`config.mk`:
```
export PLATFORM = sky130hd
export DESIGN_NAME = if_id_stage
export DESIGN_NICKNAME = d
export VERILOG_FILES = /design/src/rtl/if_id_stage.sv
export SDC_FILE = /design/constraint.sdc
export NUM_CORES = 1
export LEC_CHECK = 0
export ABC_AREA = 1
export CORE_ASPECT_RATIO = 2
export CORE_MARGIN = 2
export CORE_UTILIZATION = 35
export CTS_CLUSTER_SIZE = 16
export DETAILED_ROUTE_END_ITERATION = 7
export MAX_ROUTING_LAYER = met4
export PLACE_DENSITY_LB_ADDON = 0.05
export SLEW_MARGIN = 25
export SYNTH_ARGS = -nofsm -noshare
export SYNTH_HDL_FRONTEND = slang
export SYNTH_SLANG_ARGS = --single-unit
```
`constraint.sdc`:
```
create_clock -name clk_i -period 1.81 [get_ports clk_i]
set_input_delay 0.362 -clock clk_i [delete_from_list [all_inputs] [get_ports clk_i]]
set_output_delay 0.362 -clock clk_i [all_outputs]
set_load 0.01 [all_outputs]
```
`src/rtl/if_id_stage.sv`:
```
// ---------------------------------------------------------------------------
// if_id_stage
//   Instruction-fetch stage and IF/ID pipeline register of the RV32I pipeline.
//   Owns the PC, requests instructions from a variable-latency instruction
//   memory and presents {pc_o, instr_o, valid_o} to decode. Honours load-use
//   stall and branch flush. A one-entry hold buffer keeps a word returned
//   while decode is stalled so that it is not lost.
//
// Parameters
//   RESET_PC         PC loaded on reset
//   NOP              bubble instruction (addi x0,x0,0)
//
// Ports
//   clk_i            clock, all state updates on posedge
//   rst_i            asynchronous active-low reset
//   start_i          level; fetching begins the cycle after it is first seen
//   stall_i          hold IF/ID and PC (load-use hazard)
//   flush_i          branch taken: redirect PC to branch_target_i, squash IF/ID
//   branch_target_i  redirect address, bits [1:0] forced to zero
//   imem_req_o       fetch request
//   imem_addr_o      fetch address (current PC)
//   imem_rdata_i     instruction word for imem_addr_o
//   imem_valid_i     imem_rdata_i is valid this cycle
//   pc_o             PC of the instruction held in IF/ID
//   instr_o          instruction held in IF/ID
//   valid_o          IF/ID holds a real instruction
// ---------------------------------------------------------------------------
module if_id_stage #(
    parameter logic [31:0] RESET_PC = 32'h0000_0000,
    parameter logic [31:0] NOP      = 32'h0000_0013
) (
    input  logic        clk_i,
    input  logic        rst_i,
    input  logic        start_i,
    input  logic        stall_i,
    input  logic        flush_i,
    input  logic [31:0] branch_target_i,
    output logic        imem_req_o,
    output logic [31:0] imem_addr_o,
    input  logic [31:0] imem_rdata_i,
    input  logic        imem_valid_i,
    output logic [31:0] pc_o,
    output logic [31:0] instr_o,
    output logic        valid_o
);

    typedef enum logic [1:0] {
        IDLE  = 2'd0,
        FETCH = 2'd1,
        HOLD  = 2'd2
    } state_t;

    state_t      state_q, state_d;
    logic [31:0] pc_q, pc_d;
    logic [31:0] ifid_pc_q, ifid_pc_d;
    logic [31:0] ifid_instr_q, ifid_instr_d;
    logic        ifid_valid_q, ifid_valid_d;
    logic [31:0] buf_pc_q, buf_pc_d;
    logic [31:0] buf_instr_q, buf_instr_d;

    always_ff @(posedge clk_i or negedge rst_i) begin
        if (!rst_i) begin
            state_q      <= IDLE;
            pc_q         <= RESET_PC;
            ifid_pc_q    <= '0;
            ifid_instr_q <= NOP;
            ifid_valid_q <= 1'b0;
            buf_pc_q     <= '0;
            buf_instr_q  <= NOP;
        end else begin
            state_q      <= state_d;
            pc_q         <= pc_d;
            ifid_pc_q    <= ifid_pc_d;
            ifid_instr_q <= ifid_instr_d;
            ifid_valid_q <= ifid_valid_d;
            buf_pc_q     <= buf_pc_d;
            buf_instr_q  <= buf_instr_d;
        end
    end

    always_comb begin
        state_d      = state_q;
        pc_d         = pc_q;
        ifid_pc_d    = ifid_pc_q;
        ifid_instr_d = ifid_instr_q;
        ifid_valid_d = ifid_valid_q;
        buf_pc_d     = buf_pc_q;
        buf_instr_d  = buf_instr_q;

        unique case (state_q)
            IDLE: begin
                if (start_i) begin
                    state_d = FETCH;
                end
            end

            FETCH: begin
                if (flush_i) begin
                    // Flush beats stall; any word returning this cycle is dropped.
                    pc_d         = branch_target_i & ~32'h3;
                    ifid_pc_d    = '0;
                    ifid_instr_d = NOP;
                    ifid_valid_d = 1'b0;
                end else if (stall_i) begin
                    // Park the returned word; decode still owns IF/ID.
                    if (imem_valid_i) begin
                        buf_pc_d    = pc_q;
                        buf_instr_d = imem_rdata_i;
                        pc_d        = pc_q + 32'd4;
                        state_d     = HOLD;
                    end
                end else if (imem_valid_i) begin
                    ifid_pc_d    = pc_q;
                    ifid_instr_d = imem_rdata_i;
                    ifid_valid_d = 1'b1;
                    pc_d         = pc_q + 32'd4;
                end else begin
                    ifid_pc_d    = '0;
                    ifid_instr_d = NOP;
                    ifid_valid_d = 1'b0;
                end
            end

            HOLD: begin
                if (flush_i) begin
                    pc_d         = branch_target_i & ~32'h3;
                    ifid_pc_d    = '0;
                    ifid_instr_d = NOP;
                    ifid_valid_d = 1'b0;
                    state_d      = FETCH;
                end else if (!stall_i) begin
                    ifid_pc_d    = buf_pc_q;
                    ifid_instr_d = buf_instr_q;
                    ifid_valid_d = 1'b1;
                    state_d      = FETCH;
                end
            end

            default: begin
                state_d = IDLE;
            end
        endcase
    end

    assign imem_req_o  = (state_q == FETCH);
    assign imem_addr_o = pc_q;
    assign pc_o        = ifid_pc_q;
    assign instr_o     = ifid_instr_q;
    assign valid_o     = ifid_valid_q;

endmodule
```
[Word level (Yosys, flattened, before mapping)]
Index checks and enable logic that the tools add are counted.
Storage, ports and cells
  flip-flop bits (word level): 163
  output and inout bits: 98
Cells by class
  add/subtract/negate cells: 1
  equal/unequal tests: 10
  muxes and demuxes: 29
  bitwise logic cells: 1
  reductions and logical operators: 6
Operator list (number)
  $mux W32: 13
  $pmux W32 S2: 3
  $add A32 B3 Y32 const B: 1
  $mux W2: 6
  $ne A2 B2 Y1 const B: 4
  $ne A3 B3 Y1 const B: 2
  $pmux W2 S3: 1
  $reduce_and A3 Y1: 2
  $mux W1: 5
  $reduce_and A5 Y1: 1
  $reduce_and A4 Y1: 1
  $ne A3 B2 Y1 const B: 1
  $eq A2 B1 Y1 const B: 1
  $eq A2 B2 Y1 const B: 1
  $logic_not A2 Y1: 1
  $ne A2 B1 Y1 const B: 1
  $pmux W1 S2: 1
  $reduce_bool A2 Y1: 1
  $not A1 Y1: 1

[Logic depth before layout (Yosys ltp)]
Gate-level depths: netlist of run 1.
  word-level depth: 4
  mapped depth: 10
  mapped depth without buffers: 10

[Least setup slack after synthesis of run 1]
Ideal clock, no wire load.
  path type: reg-to-reg
  from: register pc_q[3] (netlist: imem_addr_o[3])
  to: register pc_q[26] (netlist: imem_addr_o[26])
  setup time: 0.117 ns
  arrival time: 1.411 ns
  required time: 1.693 ns
  setup slack: 0.283 ns
  cell stages (with the launch flop): 11
  path buffers: 0
  period minus slack after synthesis: 1.527 ns
  cell sequence: dfrtp_1 > ha_1 > nand2_1 > nor2_1 > nand2_1 > inv_1 > nand2_1 > nand2_1 > nand3_1 > nand2_1 > nand2_1
On the way
  cells in the longest elaborated chain, start to end: 4
Ends and longest elaborated chain
  from (decl): line 54  | logic [31:0] pc_q, pc_d;
  from (signal assigned): line 72  | pc_q <= pc_d;
  $add A32 B3 Y32: line 109, 116
  $mux W32: line 106, 112
  $mux W32: line 98  | if (flush_i) begin
  $pmux W32 S2: line 90  | unique case (state_q)
No other way between the ends. The select of a mux whose other input is x is not followed.
A chain may end at the register's enable or synchronous reset.

[Final worst setup path of run 1]
  from: register pc_q[21] (netlist: imem_addr_o[21])
  to: output port imem_addr_o[21]
RTL lines
  to (decl): line 39  | output logic [31:0] imem_addr_o,
No word-level cell between the ends.

==> results of run 1 <==
[final timing paths]
kind / to / cells after the start
max: imem_addr_o[21] / 1
min reg2reg: buf_instr_q[0]$_DFFE_PN1P_ / 2
max in group asynchronous: instr_o[4]$_DFFE_PN1P_ / 3
min in group clk_i: buf_instr_q[0]$_DFFE_PN1P_ / 2
max reg2reg: imem_addr_o[31]$_DFFE_PN0P_ / 11
min: instr_o[23]$_DFFE_PN0P_ / 2
[per-layer routing]
metal	track usage, %	part of all wire, %	routed length, um	up-vias
li1	-	-	-	3616
met4	11.8	5.2	1220	0
met5	-	0	0	-
met1	24.9	41	9570	3278
met2	36.8	51	12000	172
met3	3.69	2.9	689	51
[power by group]
| group | total (mW) | internal [mW] | switching (mW) |
|---|---|---|---|
| clock network | 3.88 | 2.44 | 1.45 |
| registers | 5.43 | 4.69 | 0.736 |
| logic | 5.04 | 2.52 | 2.52 |
| total | 14.3 | 9.64 | 4.70 |
[state kept, by name, indices dropped and copies added (netlist names)]
register,flops
imem_addr_o,30
state_q,2
buf_pc_q,30
buf_instr_q,32
valid_o,1
instr_o,32
pc_o,31
[kinds of logic after synthesis]
kind of cell / Yosys count / synth area share (%)
simple gates: 590 / 30.6
flops: 158 / 52.4
compound gates: 138 / 10.6
buf+inv: 99 / 5.81
xor+xnor: 3 / 0.348
fa+ha+maj: 1 / 0.165
other cells: 1 / 0.0496
[stage by stage]
stage          std cells  utilization [%]
6_report            1503             51.0
3_3_place_gp        1451             47.1
3_5_place_dp        1451             47.1
4_1_cts             1498             50.7
5_1_grt             1503             51.0
2_1_floorplan        991                -
[Yosys cell counts, drive strengths merged]
| cell | number |
|---|---|
| a31oi | 60 |
| a21oi | 14 |
| nor2 | 150 |
| dfstp | 6 |
| buf | 33 |
| inv | 46 |
| nand3b | 1 |
| ha | 1 |
| nand3 | 36 |
| or2 | 3 |
| o21ai | 52 |
| xor2 | 3 |
| clkbuf | 20 |
| o31ai | 1 |
| o221ai | 3 |
| and2 | 1 |
| o22ai | 6 |
| a22oi | 2 |
| dfrtp | 152 |
| nand2 | 395 |
| nand4 | 4 |
| conb | 1 |
[final cells by class]
class | count | area [um^2]
Clock buffer | 20 | 437
Clock inverter | 11 | 191
Fill cell | 2171 | 10500
Inverter | 46 | 173
Multi-Input combinational cell | 734 | 3190
Sequential cell | 158 | 3980
Tap cell | 273 | 342
Timing Repair Buffer | 261 | 2590
[what timing repair did]
| item | 4_1_cts | 5_1_grt |
|---|---|---|
| hold buffers | 1 | 0 |
| endpoints found under the hold margin | 28 | 0 |
| buffers inserted | 15 | 5 |
| endpoints found under the setup margin | 33 | 17 |
| gates resized for setup | 33 | 14 |
==> metrics, run 1 <==
crit path kind=reg2out; antenna cells=0; Final Total Pwr=14.3 mW; Synth Warn #=0; Final nets=1289; Max H-tree Level=4; Num CTS Buffers=17; Skew-Pair Late Insertion Delay=0.44 ns; initial drt markers=374; Startpoint Class=flip-flop; CTS sink cnt=158; main area contributors after synthesis=dfrtp_1 (50%), nand2_1 (19%), nor2_1 (7.2%), a31oi_1 (5.0%), o21ai_0 (3.4%); Max stage delay on crit path=0.56 ns; die width=108 um; Routed Antenna Nets=0; initial antenna violation count=0; Via density=4.74; Routed WL=23.5 mm; GRT Util Overall=22.0%; Initial Util=35.3%; R2R Setup Slk=0.15 ns; fin area=0.0109 mm^2; CTS tree=done; CP top delay family=buffers and inverters; Synth area leader=dfrtp_1; # Max-Cap Violations=0; number of global-route vias before repair=6923; first-pass GRT wire length=37.1 mm; via count=7117; share of cells above drive strength 1=14.1%; Worst-path clk slew=0.06 ns; Clock Path Buffers=2; GPL Wtd Cong=0.916; largest fanout on the critical path=7; Setup violations, final=0; worst hold path class=in2async; most common cell after layout, fill and taps aside=nand2_1; Setup TNS=0 ns; Die Ht=212 um; DRC viols=0; share of the synthesized area in the top cell type=50.3%; worst slack at placement=-0.138 ns; Fin Hold WS=0.398 ns; worst vdd ir=0.627 mV; status=complete, no violations; Buf/Inv on CP=1; Tmin final=1.77 ns; #FFs+latches synth=158; Post-DP Area=0.0101 mm^2; Pins Over Slew Limit=0; Final Cycle Share=97.9%; core area=0.0214 mm^2; CTS Root Cell=clkbuf_16; CP max-delay cell=clkdlybuf4s50_1; WL/cell=15.6 um; synthesized area=0.00756 mm^2; io pins=168; row count=76; Synth-to-Final Area Change=44.3%; largest net degree at the start of global routing=63; P per Cell Area=1310 mW/mm^2; crit path cell chain=clkdlybuf4s50_1; CP Data Required Time=1.45 ns; total gr overflow=0; syn_area_per_cell=7.64 um^2; Setup WS post-layout=0.0375 ns; most frequent cells in the layout=nand2_1 (390), clkdlybuf4s50_1 (143), nor2_1 (141); Synth cell types=30; Arr. time, crit path=1.41 ns; Seq/Total Area, Yosys=52.4%; Mapped Cells=990; buffers added on ports=163; drt pass-1 iters=4; Setup Skew=0.0167 ns; leakage=4.99 nW; crit path launch=imem_addr_o[21]$_DFFE_PN0P_; die area=0.0229 mm^2; RR Startpoint=imem_addr_o[2]$_DFFE_PN0P_; Peak Freq=564 MHz; Setup crit end kind=output pin; detailed placer's ending HPWL=17.3 mm; Hold Fails Final Rpt=0
Note: power is estimated with default switching activity, not from simulation.
==> run 2: changes to the inputs <==
--- a/config.mk
+++ b/config.mk
@@ -17,3 +17,4 @@
 export SYNTH_ARGS = -nofsm -noshare
 export SYNTH_HDL_FRONTEND = slang
 export SYNTH_SLANG_ARGS = --single-unit
+export TNS_END_PERCENT = 20
==> constraint.sdc (replaced) <==
create_clock -name clk_i -period 1.5 [get_ports clk_i]
set_input_delay 0.3 -clock clk_i [delete_from_list [all_inputs] [get_ports clk_i]]
set_output_delay 0.3 -clock clk_i [all_outputs]
set_load 0.01 [all_outputs]
==> metrics, run 2 (synthesis gave the netlist of run 1 again) <==
status=complete, but fails checks (was complete, no violations); failing checks=setup timing; Peak Freq=637 MHz; detailed placer's ending HPWL=18.4 mm (was 17.3 mm); Setup violations, final=32 (was 0); die area=0.0229 mm^2 (unchanged); combinational share of power=41.2% (was 35.1%); GPL Wtd Cong=0.952 (was 0.916); initial drt markers=476 (was 374); RSZ-0062 raised after global routing=true; switching portion of total power=35.0% (was 32.8%); Final nets=1379 (was 1289); Worst-path clk slew=0.06 ns (about the same); Tmin final=1.57 ns; Max H-tree Level=4 (unchanged); row count=76 (unchanged); Internal=12.1 mW (was 9.64 mW); post-layout util=57.0% (was 51.0%); largest net degree at the start of global routing=45 (was 63); Hold Fails Final Rpt=0 (unchanged); Setup WS post-layout=-0.0700 ns (was 0.0375 ns); Final Cycle Share=105%; Arr. time, crit path=1.87 ns (was 1.41 ns); core area=0.0214 mm^2 (unchanged); CP max-delay cell=dfrtp_1 (was clkdlybuf4s50_1); CTS sink cnt=158 (unchanged); Clock Path Buffers=2 (unchanged); first-pass GRT wire length=39.1 mm (was 37.1 mm); Max stage delay on crit path=0.38 ns (was 0.56 ns); WL/cell=16.7 um (was 15.6 um); sequential share of power=35.0% (was 37.8%); Initial Util=35.3% (unchanged); Sw Pwr=6.48 mW (was 4.70 mW); # Max-Cap Violations=0 (unchanged); crit path kind=reg2reg (was reg2out); buffers added on ports=163 (unchanged); Num CTS Buffers=17 (unchanged); most common cell after layout, fill and taps aside=nand2_1 (unchanged); clock share of power=23.7% (was 27.1%); crit path cell chain=inv_2 -> nand2_4 -> buf_6 -> a21oi_4 -> buf_4 -> clkbuf_16 -> clkbuf_16 -> a31oi_1 (was clkdlybuf4s50_1); number of global-route vias before repair=7513 (was 6923); cell mode on critical path=clkbuf_16; CP top delay family=buffers and inverters (unchanged); DP Cell Count=1509 (was 1451); most frequent cells in the layout=nand2_1 (360), dfrtp_1 (141), buf_4 (123) (was nand2_1 (390), clkdlybuf4s50_1 (143), nor2_1 (141)); initial antenna violation count=0 (unchanged); Routed WL=26.7 mm (was 23.5 mm); leakage=5.76 nW (was 4.99 nW); share of cells above drive strength 1=27.6% (was 14.1%); worst vdd ir=0.765 mV (was 0.627 mV); Die Ht=212 um (unchanged); GRT Util Overall=22.9% (was 22.0%); io pins=168 (unchanged); Buf/Inv on CP=5 (was 1); antenna cells=0 (unchanged); via count=7744 (was 7117); Final Total Pwr=18.5 mW (was 14.3 mW); P per Cell Area=1520 mW/mm^2 (was 1310 mW/mm^2); drt pass-1 iters=5 (was 4); CTS Root Cell=clkbuf_16 (unchanged); fillers=2021 (was 2171); total gr overflow=0 (unchanged); CP Data Required Time=1.80 ns (was 1.45 ns); Skew-Pair Late Insertion Delay=0.42 ns (was 0.44 ns); DRC viols=0 (unchanged); Finished Layout Cells=1594 (was 1503); Synth-to-Final Area Change=61.2% (was 44.3%); worst hold path class=in2async (unchanged); Routed Antenna Nets=0 (unchanged); Setup TNS=-1.08 ns (was 0 ns); CTS tree=done (unchanged); Startpoint Class=flip-flop (unchanged); Via density=4.86 (was 4.74); die width=108 um (unchanged); Pins Over Slew Limit=0 (unchanged); largest fanout on the critical path=14 (was 7); Setup Skew=0.0111 ns (was 0.0167 ns); Setup crit end kind=flip-flop (was output pin)
run 2: cell types whose count changed in the layout (fill, tap and decap cells not counted), sizes merged:
cell / previous run / this run
dlygate4sd2: 13 / 68
bufinv: 5 / 3
clkdlybuf4s15: 0 / 3
clkinv: 3 / 4
clkinvlp: 3 / 4
clkdlybuf4s50: 143 / 66
clkbuf: 20 / 36
inv: 46 / 44
dlymetal6s2s: 6 / 0
buf: 98 / 200
run 2: worst paths after layout:
kind	startpoint	endpoint	slack, ns	cells after the start
min	rst_i	instr_o[21]$_DFFE_PN0P_	0.31	2
max	state_q[1]$_DFFE_PN0P_	instr_o[12]$_DFFE_PN0P_	-0.07	8
max reg2reg	state_q[1]$_DFFE_PN0P_	instr_o[12]$_DFFE_PN0P_	-0.07	8
min reg2reg	buf_instr_q[4]$_DFFE_PN1P_	buf_instr_q[4]$_DFFE_PN1P_	0.46	2
min in group clk_i	imem_rdata_i[0]	buf_instr_q[0]$_DFFE_PN1P_	0.46	3
max in group asynchronous	rst_i	instr_o[1]$_DFFE_PN1P_	0.60	3
run 2: per-layer routing:
layer,GRT usage [%],up-vias,routed length [um]
li1,-,3810,-
met1,25.3,3658,10100
met2,40.0,211,14500
met3,3.11,65,836
met4,11.3,0,1300
met5,-,-,0
run 2: layout make-up:
class                   instances  area, um^2  area share [%]
inverters                      46         188            1.54
flip-flops and latches        158        3980            32.6
clock buffers                  23         458            3.76
repair buffers                351        3430            28.2
well taps                     273         342            2.80
clock inverters                 9         136            1.12
multi-input cells             734        3660            30.0
run 2: timing repair:
action	in CTS	in global routing
endpoints found under the hold margin	18	0
setup buffers	28	20
pin swaps	7	38
resized for setup	220	153
gates cloned	0	9
hold buffers	1	0
setup endpoints to repair	179	109
run 2: through the flow:
| step | hold WS, ns | cell area (um^2) | setup WS (ns) |
|---|---|---|---|
| floorplan | 0.00441 | 7570 | 0.0256 |
| global placement | 0.187 | 10500 | -0.344 |
| detailed placement | 0.181 | 10500 | -0.369 |
| CTS | 0.303 | 11300 | -0.0746 |
| global route | 0.325 | 12200 | -0.125 |
| finish | 0.310 | 12200 | -0.0700 |
run 2: power groups by stage:
stage               registers, mW  clock network, mW  logic (mW)
finish                       6.49               4.40        7.64
global route                 6.67               4.68        8.32
CTS                          6.45               4.51        6.66
detailed placement           6.66                  0        6.44
global placement             6.64                  0        6.39
floorplan                    6.90                  0        2.20
==> run 3: changes to the inputs <==
--- a/config.mk
+++ b/config.mk
@@ -17,4 +17,4 @@
 export SYNTH_ARGS = -nofsm -noshare
 export SYNTH_HDL_FRONTEND = slang
 export SYNTH_SLANG_ARGS = --single-unit
-export TNS_END_PERCENT = 20
+export TNS_END_PERCENT = 10
==> metrics, run 3 (synthesis gave the netlist of run 1 again) <==
crit path kind=reg2out (was reg2reg); Setup violations, final=8 (was 32); CP top delay family=flip-flops (was buffers and inverters); Initial Util=35.3% (unchanged); crit path cell chain=buf_4 -> buf_4 -> buf_4 (was inv_2 -> nand2_4 -> buf_6 -> a21oi_4 -> buf_4 -> clkbuf_16 -> clkbuf_16 -> a31oi_1); initial antenna violation count=0 (unchanged); WL/cell=16.2 um (was 16.7 um); buffers added on ports=163 (unchanged); Routed WL=25.7 mm (was 26.7 mm); worst vdd ir=0.758 mV (was 0.765 mV); leakage=5.61 nW (was 5.76 nW); Worst-path clk slew=0.07 ns (was 0.06 ns); RSZ-0062 raised after global routing=true (unchanged); failing checks=setup timing (unchanged); largest net degree at the start of global routing=45 (unchanged); Num CTS Buffers=17 (unchanged); GPL Wtd Cong=0.952 (unchanged); Clock Path Buffers=2 (unchanged); Die Ht=212 um (unchanged); Buf/Inv on CP=3 (was 5); CTS tree=done (unchanged); Hold Fails Final Rpt=0 (unchanged); cell mode on critical path=buf_4 (was clkbuf_16); worst hold path class=in2async (unchanged); P per Cell Area=1520 mW/mm^2 (about the same); CP Data Required Time=1.20 ns (was 1.80 ns); CP max-delay cell=dfrtp_2 (was dfrtp_1); Setup Skew=0.0105 ns (was 0.0111 ns); antenna cells=0 (unchanged); row count=76 (unchanged); Final nets=1364 (was 1379); die area=0.0229 mm^2 (unchanged); most frequent cells in the layout=nand2_1 (362), dfrtp_1 (143), buf_4 (119) (was nand2_1 (360), dfrtp_1 (141), buf_4 (123)); Setup crit end kind=output pin (was flip-flop); fin area=0.0119 mm^2 (was 0.0122 mm^2); core area=0.0214 mm^2 (unchanged); GRT Util Overall=22.9% (about the same); capturing point of the worst reg2reg path=imem_addr_o[8]$_DFFE_PN0P_ (was instr_o[12]$_DFFE_PN0P_); RR Startpoint=imem_addr_o[2]$_DFFE_PN0P_ (was state_q[1]$_DFFE_PN0P_); share of cells above drive strength 1=25.9% (was 27.6%); CTS Root Cell=clkbuf_16 (unchanged); detailed placer's ending HPWL=18.4 mm (unchanged); DRC viols=0 (unchanged); initial drt markers=457 (was 476); Final Cycle Share=105% (about the same); worst slack at placement=-0.369 ns (unchanged); # Max-Cap Violations=0 (unchanged); Routed Antenna Nets=0 (unchanged); largest fanout on the critical path=3 (was 14); Post-DP Area=0.0105 mm^2 (unchanged); first-pass GRT wire length=38.9 mm (was 39.1 mm); Setup WS post-layout=-0.0757 ns (was -0.0700 ns); Startpoint Class=flip-flop (unchanged); R2R Setup Slk=-0.07 ns (about the same); Via density=4.83 (was 4.86); Finished Layout Cells=1579 (was 1594); Peak Freq=635 MHz (was 637 MHz); Skew-Pair Late Insertion Delay=0.42 ns (about the same); drt pass-1 iters=5 (unchanged); DP Cell Count=1509 (unchanged); Fin Hold WS=0.310 ns (about the same); Synth-to-Final Area Change=56.7% (was 61.2%); Setup TNS=-0.302 ns (was -1.08 ns); number of global-route vias before repair=7511 (was 7513); most common cell after layout, fill and taps aside=nand2_1 (unchanged); fillers=2074 (was 2021); Max H-tree Level=4 (unchanged); Max stage delay on crit path=0.45 ns (was 0.38 ns); Reg2Reg Depth=9 (was 8); io pins=168 (unchanged); die width=108 um (unchanged); total gr overflow=0 (unchanged); via count=7619 (was 7744); Tmin final=1.58 ns (was 1.57 ns); Pins Over Slew Limit=0 (unchanged); Arr. time, crit path=1.28 ns (was 1.87 ns); status=complete, but fails checks (unchanged); CTS sink cnt=158 (unchanged)
[run 3: cell types whose count changed in the layout (fill, tap and decap cells not counted), moves of 3 or more]
| cell | previous run | this run |
|---|---|---|
| buf_4 | 123 | 119 |
| nor2_1 | 102 | 107 |
| nand2_2 | 20 | 23 |
| nand2_4 | 15 | 10 |
| buf_12 | 21 | 18 |
| buf_6 | 41 | 37 |
| clkbuf_16 | 26 | 21 |
| nor2_4 | 31 | 26 |
[run 3: power breakdown]
part | internal, mW | total, mW | switching (mW)
Sequential | 5.64 | 6.48 | 0.833
Clock | 2.67 | 4.39 | 1.73
Combinational | 3.48 | 7.19 | 3.71
Total | 11.8 | 18.1 | 6.27
[run 3: how the worst max path moves through the flow]
stage	startpoint	cells after the start	endpoint	slack, ns
after floorplan	imem_addr_o[2]$_DFFE_PN0P_	10	imem_addr_o[26]$_DFFE_PN0P_	0.03
after global placement	imem_addr_o[2]$_DFFE_PN0P_	11	imem_addr_o[28]$_DFFE_PN0P_	-0.34
after detailed placement	flush_i	7	buf_pc_q[6]$_DFFE_PN0P_	-0.37
after CTS	imem_addr_o[9]$_DFFE_PN0P_	11	imem_addr_o[21]$_DFFE_PN0P_	-0.11
after global routing	imem_addr_o[2]$_DFFE_PN0P_	9	imem_addr_o[8]$_DFFE_PN0P_	-0.13
final	imem_addr_o[2]$_DFFE_PN0P_	3	imem_addr_o[2]	-0.08
[run 3: what timing repair did]
item | 4_1_cts | 5_1_grt
gates resized for setup | 212 | 126
hold buffers | 1 | 0
pin swaps | 7 | 34
endpoints found under the hold margin | 18 | 0
gates cloned | 0 | 5
setup buffers | 23 | 12
endpoints found under the setup margin | 179 | 113
[run 3: metrics by stage]
step | power [mW] | utilization (%)
4_1_cts | 17.6 | 52.9
6_report | 18.1 | 55.4
3_3_place_gp | 13.0 | 49.1
5_1_grt | 19.2 | 55.4
3_5_place_dp | 13.1 | 49.1
2_1_floorplan | 9.10 | -
[run 3: layout make-up]
cell class | instances | area [um^2] | share of cell area, %
sequential | 158 | 3970 | 33.5
multi-input combinational | 734 | 3570 | 30.1
tap | 273 | 342 | 2.88
timing repair buffer | 336 | 3200 | 27.0
inverter | 46 | 179 | 1.51
clock buffer | 23 | 458 | 3.86
clock inverter | 9 | 136 | 1.15
[run 3: metal layers]
layer  vias to the layer above  routed length [um]  global-route usage [%]
li1                       3772                   -                       -
met1                      3598                9900                    25.2
met2                       188               13700                    39.4
met3                        61                 734                    3.08
met4                         0                1270                    12.4
met5                         -                   0                       -
